`config.mk`:
```
export PLATFORM = sky130hd
export DESIGN_NAME = kb_matrix_scanner
export DESIGN_NICKNAME = d
export VERILOG_FILES = /design/src/rtl/kb_matrix_scanner.sv
export SDC_FILE = /design/constraint.sdc
export NUM_CORES = 1
export LEC_CHECK = 0
export ABC_AREA = 1
export BUFFER_PORTS_ARGS = -buffer_cell sky130_fd_sc_hd__buf_2
export CORE_MARGIN = 3
export CORE_UTILIZATION = 47
export DETAILED_ROUTE_END_ITERATION = 7
export GPL_ROUTABILITY_DRIVEN = 0
export PLACE_DENSITY = 0.65
export SLEW_MARGIN = 20
export SYNTH_ARGS = -nofsm -noshare
export SYNTH_HDL_FRONTEND = slang
export SYNTH_SLANG_ARGS = --single-unit
```
`constraint.sdc`:
```
create_clock -name clk -period 2.65 [get_ports clk]
set_input_delay 0.265 -clock clk [delete_from_list [all_inputs] [get_ports clk]]
set_output_delay 0.265 -clock clk [all_outputs]
set_load 0.03 [all_outputs]
```
`src/rtl/kb_matrix_scanner.sv`:
```
// -----------------------------------------------------------------------------
// kb_matrix_scanner
//
// Scans a 4x4 matrix keypad one row at a time and debounces the result over
// whole scans. The output is the 5-bit keyboard index read by the MMIO block:
// bit [4] = key held, bits [3:0] = key code.
//
// Parameters:
//   SCAN_DIV  clock cycles each row is driven before its columns are sampled (>=4)
//   DEBOUNCE  consecutive full scans needed to commit a press or a release (>=1)
//
// Ports:
//   clk       system clock
//   rst_n     asynchronous reset, active-low
//   row_n     row drive, one-cold (driven row is 0)
//   col_n     column sense, active-low, asynchronous to clk
//   kb_idx    [4] = key held, [3:0] = key code
//   kb_press  one-cycle pulse as kb_idx[4] rises (only with KB_PRESS_PULSE_EN)
//
// Optional feature macro: KB_PRESS_PULSE_EN adds the kb_press output.
// -----------------------------------------------------------------------------
module kb_matrix_scanner #(
    parameter int SCAN_DIV = 50000,
    parameter int DEBOUNCE = 4
) (
    input  logic       clk,
    input  logic       rst_n,
    output logic [3:0] row_n,
    input  logic [3:0] col_n,
    output logic [4:0] kb_idx
`ifdef KB_PRESS_PULSE_EN
    ,
    output logic       kb_press
`endif
);

    localparam int DW = $clog2(SCAN_DIV);
    localparam int CW = $clog2(DEBOUNCE + 1);
    localparam logic [DW-1:0] DIV_LAST = DW'(SCAN_DIV - 1);
    localparam logic [CW-1:0] CNT_LAST = CW'(DEBOUNCE - 1);

    typedef enum logic [1:0] {
        IDLE  = 2'd0,
        PRESS = 2'd1,
        HELD  = 2'd2
    } state_t;

    logic [3:0]    col_s1_q, col_s2_q;
    logic [DW-1:0] div_q;
    logic [1:0]    row_q;
    logic [3:0]    row_n_q;
    logic          acc_hit_q;
    logic [3:0]    acc_code_q;
    state_t        state_q;
    logic [3:0]    cand_q;
    logic [CW-1:0] cnt_q;
    logic [4:0]    kb_idx_q;
`ifdef KB_PRESS_PULSE_EN
    logic          press_q;
`endif

    logic          sample;
    logic          scan_end;
    logic          row_hit;
    logic [3:0]    row_code;
    logic          scan_hit;
    logic [3:0]    scan_code;
    logic          match;

    // Lowest-numbered active column wins within a row.
    function automatic logic [1:0] first_low(input logic [3:0] low);
        logic [1:0] pos = 2'd0;
        for (int i = 3; i >= 0; i--) begin
            if (low[i]) pos = 2'(i);
        end
        return pos;
    endfunction

    // Keypad legend: row0 1 2 3 A / row1 4 5 6 B / row2 7 8 9 C / row3 * 0 # D
    function automatic logic [3:0] key_code(input logic [1:0] r, input logic [1:0] c);
        logic [3:0] code;
        case ({r, c})
            4'h0:    code = 4'd1;
            4'h1:    code = 4'd2;
            4'h2:    code = 4'd3;
            4'h3:    code = 4'd10;
            4'h4:    code = 4'd4;
            4'h5:    code = 4'd5;
            4'h6:    code = 4'd6;
            4'h7:    code = 4'd11;
            4'h8:    code = 4'd7;
            4'h9:    code = 4'd8;
            4'hA:    code = 4'd9;
            4'hB:    code = 4'd12;
            4'hC:    code = 4'd14;
            4'hD:    code = 4'd0;
            4'hE:    code = 4'd15;
            default: code = 4'd13;
        endcase
        return code;
    endfunction

    // Per-row result merged with what earlier rows of this scan found.
    // Row 0 starts a fresh scan, so the accumulator is ignored there.
    always_comb begin
        sample   = (div_q == DIV_LAST);
        scan_end = sample && (row_q == 2'd3);
        row_hit  = |(~col_s2_q);
        row_code = key_code(row_q, first_low(~col_s2_q));
        if ((row_q == 2'd0) || !acc_hit_q) begin
            scan_hit  = row_hit;
            scan_code = row_code;
        end else begin
            scan_hit  = 1'b1;
            scan_code = acc_code_q;
        end
        match = scan_hit && (scan_code == cand_q);
    end

    // Column synchroniser, row divider and per-scan accumulation
    always_ff @(posedge clk or negedge rst_n) begin
        if (!rst_n) begin
            col_s1_q   <= 4'hF;
            col_s2_q   <= 4'hF;
            div_q      <= '0;
            row_q      <= 2'd0;
            row_n_q    <= 4'b1110;
            acc_hit_q  <= 1'b0;
            acc_code_q <= 4'd0;
        end else begin
            col_s1_q <= col_n;
            col_s2_q <= col_s1_q;
            if (sample) begin
                div_q      <= '0;
                row_q      <= row_q + 2'd1;
                row_n_q    <= {row_n_q[2:0], row_n_q[3]};
                acc_hit_q  <= scan_hit;
                acc_code_q <= scan_code;
            end else begin
                div_q <= div_q + DW'(1);
            end
        end
    end

    // Debounce FSM, evaluated once per full scan
    always_ff @(posedge clk or negedge rst_n) begin
        if (!rst_n) begin
            state_q  <= IDLE;
            cand_q   <= 4'd0;
            cnt_q    <= '0;
            kb_idx_q <= 5'b0_0000;
`ifdef KB_PRESS_PULSE_EN
            press_q  <= 1'b0;
`endif
        end else begin
`ifdef KB_PRESS_PULSE_EN
            press_q <= 1'b0;
`endif
            if (scan_end) begin
                case (state_q)
                    IDLE: begin
                        if (scan_hit) begin
                            cand_q <= scan_code;
                            if (DEBOUNCE == 1) begin
                                kb_idx_q <= {1'b1, scan_code};
                                cnt_q    <= '0;
                                state_q  <= HELD;
`ifdef KB_PRESS_PULSE_EN
                                press_q  <= 1'b1;
`endif
                            end else begin
                                cnt_q   <= CW'(1);
                                state_q <= PRESS;
                            end
                        end
                    end
                    PRESS: begin
                        if (match) begin
                            if (cnt_q == CNT_LAST) begin
                                kb_idx_q <= {1'b1, cand_q};
                                cnt_q    <= '0;
                                state_q  <= HELD;
`ifdef KB_PRESS_PULSE_EN
                                press_q  <= 1'b1;
`endif
                            end else begin
                                cnt_q <= cnt_q + CW'(1);
                            end
                        end else begin
                            cnt_q   <= '0;
                            state_q <= IDLE;
                        end
                    end
                    HELD: begin
                        // A different key counts as a release; it is picked up
                        // fresh once the FSM is back in IDLE.
                        if (match) begin
                            cnt_q <= '0;
                        end else if (cnt_q == CNT_LAST) begin
                            kb_idx_q[4] <= 1'b0;
                            cnt_q       <= '0;
                            state_q     <= IDLE;
                        end else begin
                            cnt_q <= cnt_q + CW'(1);
                        end
                    end
                    default: begin
                        cnt_q   <= '0;
                        state_q <= IDLE;
                    end
                endcase
            end
        end
    end

    assign row_n  = row_n_q;
    assign kb_idx = kb_idx_q;
`ifdef KB_PRESS_PULSE_EN
    assign kb_press = press_q;
`endif

endmodule

```
Word-level counts from Yosys, hierarchy flattened
Memories as Yosys holds them, arrays and structs flattened. Index checks and enable logic that the tools add are counted.

Register bits: 49. Latch bits: 0. Bits in writable memories: 0. Bits in read-only memories: 64. Input port bits: 6. Output and inout port bits: 9. Logic and storage cells: 65. Memories kept: 1.

Memories: (name not given) (words 16, bits a word 4, read ports 1, clocked after memory_dff 0, wr ports 0, line 82) `case ({r, c})`.

$add $sub $neg: 3. Multipliers: 0. Divide/modulo/power cells: 0. Order comparisons: 0. Eq/ne operators: 12. Shifts and indexed selects: 0. Multiplexer cells: 23. Bitwise logic cells: 1. Reductions and logical operators: 13.

Operator list (number): 2-bit two-way mux (9); 16-bit by 1-bit adder with 16-bit output, second input constant (1); 16-bit == test, second input constant (1); 16-bit two-way mux (1); 3-bit two-way mux (4); 5-bit two-way mux (2); 2-bit != test, second input constant (5); 3-bit one-hot mux with 3 select lines (1); 2-bit one-hot mux with 3 select lines (1); 6-bit AND reduction (1); 5-bit AND reduction (1); 2-bit == test, second input constant (2); 4-bit == test (1); 2-bit logical NOT (2); 4-bit two-way mux (1); 4-bit NOT (1); 4-bit AND reduction (1); 4-bit OR reduction (1); 3-bit by 1-bit adder with 3-bit output, second input constant (1); 3-bit by 2-bit == test with 1-bit output, second input constant (1); 1-bit two-way mux (3); 3-bit != test, second input constant (1); 3-bit AND reduction (1); 2-bit by 1-bit adder with 2-bit output, second input constant (1); other kinds (7) (8).

Depth between registers and ports, before layout
An unclocked memory read counts as a cell.

Depth after elaboration: 11. Mapped depth: 20. Depth with buffers taken out: 20.

Worst setup path after synthesis
Ideal clock, no wire load.

Path kind: reg-to-reg. Start point: reg col_s2_q[3]. End point: reg kb_idx_q[2] (netlist: kb_idx[2]). Arrival time: 1.955 ns. Slack: 0.577 ns. Stages on the path, launching flop included: 19. Buffers on the path: 0. Period minus slack after synthesis: 2.073 ns. Cells stage by stage: dfstp_2 inv_1 nand2_1 nand2_1 nand2_2 inv_1 ha_1 a21oi_1 nand2_1 nand2_2 nand2_2 nand2_1 nand2_1 nor2_4 nand3_4 clkinv_2 nand2_4 nand2_1 o21ai_2.

Longest elaborated chain between the ends: 10.

Ends and longest elaborated chain: start: declaration (line 48) `logic [3:0] col_s1_q, col_s2_q;`; start signal: assignment (line 132) `col_s2_q <= col_s1_q;`; 4-bit NOT * (line 108, 109); 2-bit two-way mux (4 in series) (line 74) `if (low[i]) pos = 2'(i);`; memory read 16 x 4 bit; 4-bit two-way mux (line 110) `if ((row_q == 2'd0) || !acc_hit_q) begin`; 4-bit == test (line 117) `match = scan_hit && (scan_code == cand_q);`; 1-bit logical AND * (line 117); 4-bit AND reduction (no line) *; end signal: assignment (line 165) `kb_idx_q <= {1'b1, scan_code};`; end signal: assignment (line 180) `kb_idx_q <= {1'b1, cand_q};`; end: declaration (line 57) `logic [4:0] kb_idx_q;`.

Mark *: on every way between the ends. The rest lies on a longest branch, timed or not. A chain may end at the register's enable or synchronous reset.

Worst setup path in the final report
Start point: reg col_s2_q[3]. End point: reg cnt_q[2].

Longest elaborated chain between the ends: 11.

Ends and longest elaborated chain: 4-bit NOT * (line 108, 109); 2-bit two-way mux (4 in series) (line 74); memory read 16 x 4 bit; 4-bit two-way mux (line 110); 4-bit == test (line 117); 1-bit logical AND (line 117); 3-bit two-way mux (on tied branches) (line 197, 178); 3-bit one-hot mux with 3 select lines (line 160) `case (state_q)`; end signal: assignment (line 187) `cnt_q <= cnt_q + CW'(1);`; end signal: assignment (line 204) `cnt_q <= cnt_q + CW'(1);`; end: declaration (line 56) `logic [CW-1:0] cnt_q;`.

Marked as above.

==> results by stage <==
Status:
- The flow ran to the end, and the final reports show no timing, DRC or antenna violations.

Power and ir drop:
- The leakage power total is 1.43 nW.
- The power density over the cells is 463 nW/um^2.
- The switching component of the power is 0.321 mW.
- The worst vdd rail ir drop is 0.284 mV.
- Cell internal power was estimated by the tool at 0.974 mW.
- The share of total power dissipated in sequential elements is 58.8%.
- The share of total power dissipated in the clock network is 36.7%.
- Combinational cells account for 4.5% of the total power.
- The switching share of power is 24.8%.

Route:
- In the routed design, unresolved DRC markers number 0.
- The routed via count is 1911.
- The met3 layer wire length in the routed design is 120 um.
- In the final routing, the length of wire on met1 measures 2.24 mm.
- In the routed layout, each cell is associated on average with a via count of 4.80.
- Wires add up to 4.57 mm.
- The number of iterations in the first detailed-routing pass is 4.
- The amount of wire on met2 after detailed routing is 2.14 mm.
- The top routing layer in use is met4.
- The number of routed nets with antenna violations is 0.
- The wire length per cell is 11.5 um.
- The violation count after the first detailed-route iteration is 83.

Synthesis:
- The number of warnings issued by yosys is 0.
- Sorting the synthesized cells by area gives the leading types as sky130_fd_sc_hd__dfrtp_1, sky130_fd_sc_hd__nand2_1, sky130_fd_sc_hd__dfstp_2.
- The synthesized cell area is 2520 um^2.
- The cell type with the highest aggregate area in the netlist is sky130_fd_sc_hd__dfrtp_1.
- The number of synthesized register bits is 49.
- The simple-gate portion of the synthesized area is 32.1%.
- The complex-gate fraction of the synthesized area is 6.91%.
- The mean instance size in the synthesized netlist is 8.28 um^2.
- The combinational family with the most area after synthesis is simple AND/OR/NAND/NOR gates.
- The synthesized netlist contains 32 unique library cells.
- Of the synthesized area, sequential elements account for 49.3%.
- When the netlist entered floorplanning its net count stood at 317.
- Measured against the total synthesized area, the mux share comes to 0%.
- Synthesis handed over a netlist of 304 instances.
- The post-synthesis adder-cell area fraction is 3.48%.
- The xor/xnor cell area share of the yosys netlist is 1.04%.
- The share of the synthesized area in the top cell type is 37.8%.

Timing:
- Setup total negative slack on the finished layout was measured at 0 ns.
- The worst slew margin relative to its limit is 61.9%.
- The setup slack after layout is 0.344 ns.
- Hold timing on the final database bottoms out at a slack of 0.0429 ns.
- Setup violations remaining at the end of the flow were counted as 0.
- Derived from the worst setup path, the maximum achievable clock frequency is 0.434 GHz.
- The final number of hold-violating endpoints is 0.
- The final critical delay including setup and external delays is 2.31 ns.
- The final count of pins violating max slew was 0.
- For the pin with the worst max-slew slack, the measured transition is 0.571 ns.
- Between clock sinks in the finished design, the worst skew comes to 0.0109 ns.
- Setup repair after global routing left no endpoint under its margin.
- Dividing the final minimum period by the clock period gives 87.0%.

CTS:
- The post-CTS clock slew at the launch and capture registers of the worst setup and hold paths is 0.10 ns.
- The insertion delay of the later-clocked pin in the worst-skew pair is 0.31 ns.
- Clock tree synthesis selected as its root buffer the cell sky130_fd_sc_hd__clkbuf_8.
- Counting along the longest clock path gives a buffer depth of 2.
- The CTS tree is built.
- The maximum level of the CTS H-tree is 2.
- In this run, CTS created clock tree buffers numbering 5.
- The clock net sink count is 49.

Worst setup path:
- Data arrives at the worst endpoint at 2.49 ns.
- The standard cell with the maximum stage delay on the critical path is sky130_fd_sc_hd__dfstp_2.
- The worst setup path is launched from a register.
- The endpoint required time on the critical path is 2.83 ns.
- On the worst path, the slowest cell contributes a delay of 0.55 ns.
- The critical-path maximum fanout is 5.
- Counting stages on the worst path, the most repeated cell is sky130_fd_sc_hd__nand2_1.
- Traced cell by cell, the critical path runs through inv_1 -> nand2_1 -> nand2_1 -> nand2_2 -> inv_1 -> ha_1 -> a21oi_1 -> nand2_1 -> nand2_2 -> nand2_2 -> nand2_1 -> nand2_1 -> nor2_4 -> nand2_1 -> nand2_1 -> nand2_2 -> nand2_1 -> a21boi_1.
- The endpoint kind of the worst setup timing path is a register.
- The kind of critical path is register to register.

Die:
- The number of core rows is 26.
- The floorplan step defined a die boundary enclosing 6270 um^2.
- The die is 79.2 um wide.
- During I/O placement, the number of pins put on the boundary was 15.
- The floorplan step set the die height to 79.2 um.
- The core region area is 5140 um^2.
- The initial utilization of the core area, before any placement, comes to 49.0%.

GRT:
- The overflow left after global routing is 0.
- The pin count of the biggest net entering global routing is 27.
- The total routing resource utilization after global routing is 16.2%.
- The number of global-route vias before repair is 1834.
- The number of antenna violations at the first check in global routing is 0.
- The wire length of the first global-routing pass is 8.02 mm.

Run:
- The number of max-cap violations is 0.

Finish:
- The antenna diode instance count is 0.
- The area growth from synthesis to layout is 11.1%.
- The proportion of layout cells with a drive suffix above 1 is 21.6%.
- Counting the fill cells in the layout gives 515.
- The storage element area is 1240 um^2.
- Summing all non-filler instances in the final layout gives an area of 2800 um^2.
- The area of the multi-input gates is 1090 um^2.
- The number of nets in the layout is 340.
- At the end of the flow the core is filled with cells to 54.4%.

Place:
- OpenSTA, run right after detailed placement, puts the worst setup slack at 0.378 ns.
- Port buffering added 14 buffers.
- The placed instances occupy a cell area of 2690 um^2.
- The HPWL reported at the end of detailed placement is 3.44 mm.

Min path:
- In this run the worst hold path is classified as input port to register.
-- synthesized netlist by cell type --
| cell type | n |
|---|---|
| sky130_fd_sc_hd__nand3_4 | 1 |
| sky130_fd_sc_hd__nor3_1 | 4 |
| sky130_fd_sc_hd__nor4_1 | 1 |
| sky130_fd_sc_hd__nor2_2 | 1 |
| sky130_fd_sc_hd__dfstp_2 | 11 |
| sky130_fd_sc_hd__nor4_4 | 1 |
| sky130_fd_sc_hd__dfrtp_1 | 38 |
| sky130_fd_sc_hd__nor2_1 | 27 |
| sky130_fd_sc_hd__nor2_4 | 3 |
| sky130_fd_sc_hd__inv_1 | 39 |
| sky130_fd_sc_hd__a21boi_1 | 1 |
| sky130_fd_sc_hd__nand4_1 | 5 |
| sky130_fd_sc_hd__nand3_2 | 3 |
| sky130_fd_sc_hd__a21oi_1 | 8 |
| sky130_fd_sc_hd__nor3b_1 | 1 |
| sky130_fd_sc_hd__or2_1 | 1 |
| sky130_fd_sc_hd__nand3_1 | 18 |
| sky130_fd_sc_hd__o21ai_0 | 15 |
| sky130_fd_sc_hd__nor3_4 | 1 |
| sky130_fd_sc_hd__o21ai_1 | 2 |
| sky130_fd_sc_hd__nand2_4 | 2 |
| sky130_fd_sc_hd__clkinv_2 | 1 |
| sky130_fd_sc_hd__clkbuf_1 | 2 |
| sky130_fd_sc_hd__a211oi_1 | 1 |
| sky130_fd_sc_hd__xor2_1 | 3 |
| sky130_fd_sc_hd__inv_2 | 6 |
| sky130_fd_sc_hd__o211ai_1 | 1 |
| sky130_fd_sc_hd__nand2_1 | 84 |
| sky130_fd_sc_hd__ha_1 | 7 |
| sky130_fd_sc_hd__nand2_2 | 13 |
| sky130_fd_sc_hd__a21oi_2 | 1 |
| sky130_fd_sc_hd__o21ai_2 | 2 |
-- through the flow --
stage	total power, mW	instances
2_1_floorplan	0.806	304
3_3_place_gp	0.833	389
3_5_place_dp	0.834	389
4_1_cts	1.31	398
5_1_grt	1.35	398
6_report	1.29	398
-- registers in the layout, indices dropped and copies added (netlist names) --
name and flops:
cnt_q 3, div_q 16, row_q 2, state_q 2
acc_code_q 4, col_s1_q 4, acc_hit_q 1, kb_idx 5
col_s2_q 4, row_n 4, cand_q 4
-- power by group through the flow --
stage               logic (mW)  registers (mW)  clock network, mW
finish                  0.0580           0.761              0.475
global route            0.0673           0.762              0.523
CTS                     0.0599           0.762              0.489
detailed placement      0.0583           0.776                  0
global placement        0.0576           0.776                  0
floorplan               0.0313           0.775                  0
-- cell families (layout without fill, tap and decap cells) --
kind of cell / Yosys count / in the layout
flops: 49 / 49
buf+inv: 48 / 72
xor+xnor: 3 / 3
simple gates: 166 / 166
compound gates: 31 / 31
fa+ha+maj: 7 / 7
-- critical path, delay by kind of cell, from the launching register on --
family	cells	cell delay, ns
compound gates	2	0.22
simple gates	13	1.10
flops	1	0.55
buf+inv	2	0.11
fa+ha+maj	1	0.21
-- metal layers --
metal	global-route usage, %	vias up
met5	0	-
met4	5.50	0
met3	3.63	7
met2	27.1	17
met1	20.7	885
li1	-	1002
-- what timing repair did --
item / CTS / global route
buffers inserted: 0 / 0
gates resized for setup: 0 / 0
hold endpoints to repair: 16 / 0
hold buffers: 1 / 0
-- layout by cell type (no fill, tap or decap), types with 7 or more instances in the layout --
| cell type | netlist | routed |
|---|---|---|
| sky130_fd_sc_hd__inv_1 | 39 | 39 |
| sky130_fd_sc_hd__nand3_1 | 18 | 18 |
| sky130_fd_sc_hd__buf_2 | 0 | 14 |
| sky130_fd_sc_hd__dfrtp_1 | 38 | 38 |
| sky130_fd_sc_hd__nor2_1 | 27 | 27 |
| sky130_fd_sc_hd__o21ai_0 | 15 | 15 |
| sky130_fd_sc_hd__dfstp_2 | 11 | 11 |
| sky130_fd_sc_hd__ha_1 | 7 | 7 |
| sky130_fd_sc_hd__nand2_1 | 84 | 84 |
| sky130_fd_sc_hd__a21oi_1 | 8 | 8 |
| sky130_fd_sc_hd__nand2_2 | 13 | 13 |
-- final timing paths --
| kind | from | to | slack [ns] | cells after the start |
|---|---|---|---|---|
| worst max-delay path | col_s2_q[3] | cnt_q[2] | 0.34 | 18 |
| worst min-delay path | col_n[0] | col_s1_q[0] | 0.04 | 1 |
| worst min register to register | col_s1_q[0] | col_s2_q[0] | 0.36 | 0 |
| min in group asynchronous | rst_n | acc_code_q[3] | 0.48 | 2 |
| max in group asynchronous | rst_n | row_n[1] | 1.51 | 3 |
| worst max register to register | col_s2_q[3] | cnt_q[2] | 0.34 | 18 |
-- cell type report --
class                   instances  share of cell area (%)
inverters                      46                    6.22
clock inverters                 3                    1.03
multi-input cells             207                    39.1
well taps                      70                    3.13
flip-flops and latches         49                    44.3
clock buffers                   5                    2.46
repair buffers                 18                    3.67
Power figures use the tool's default switching activity.
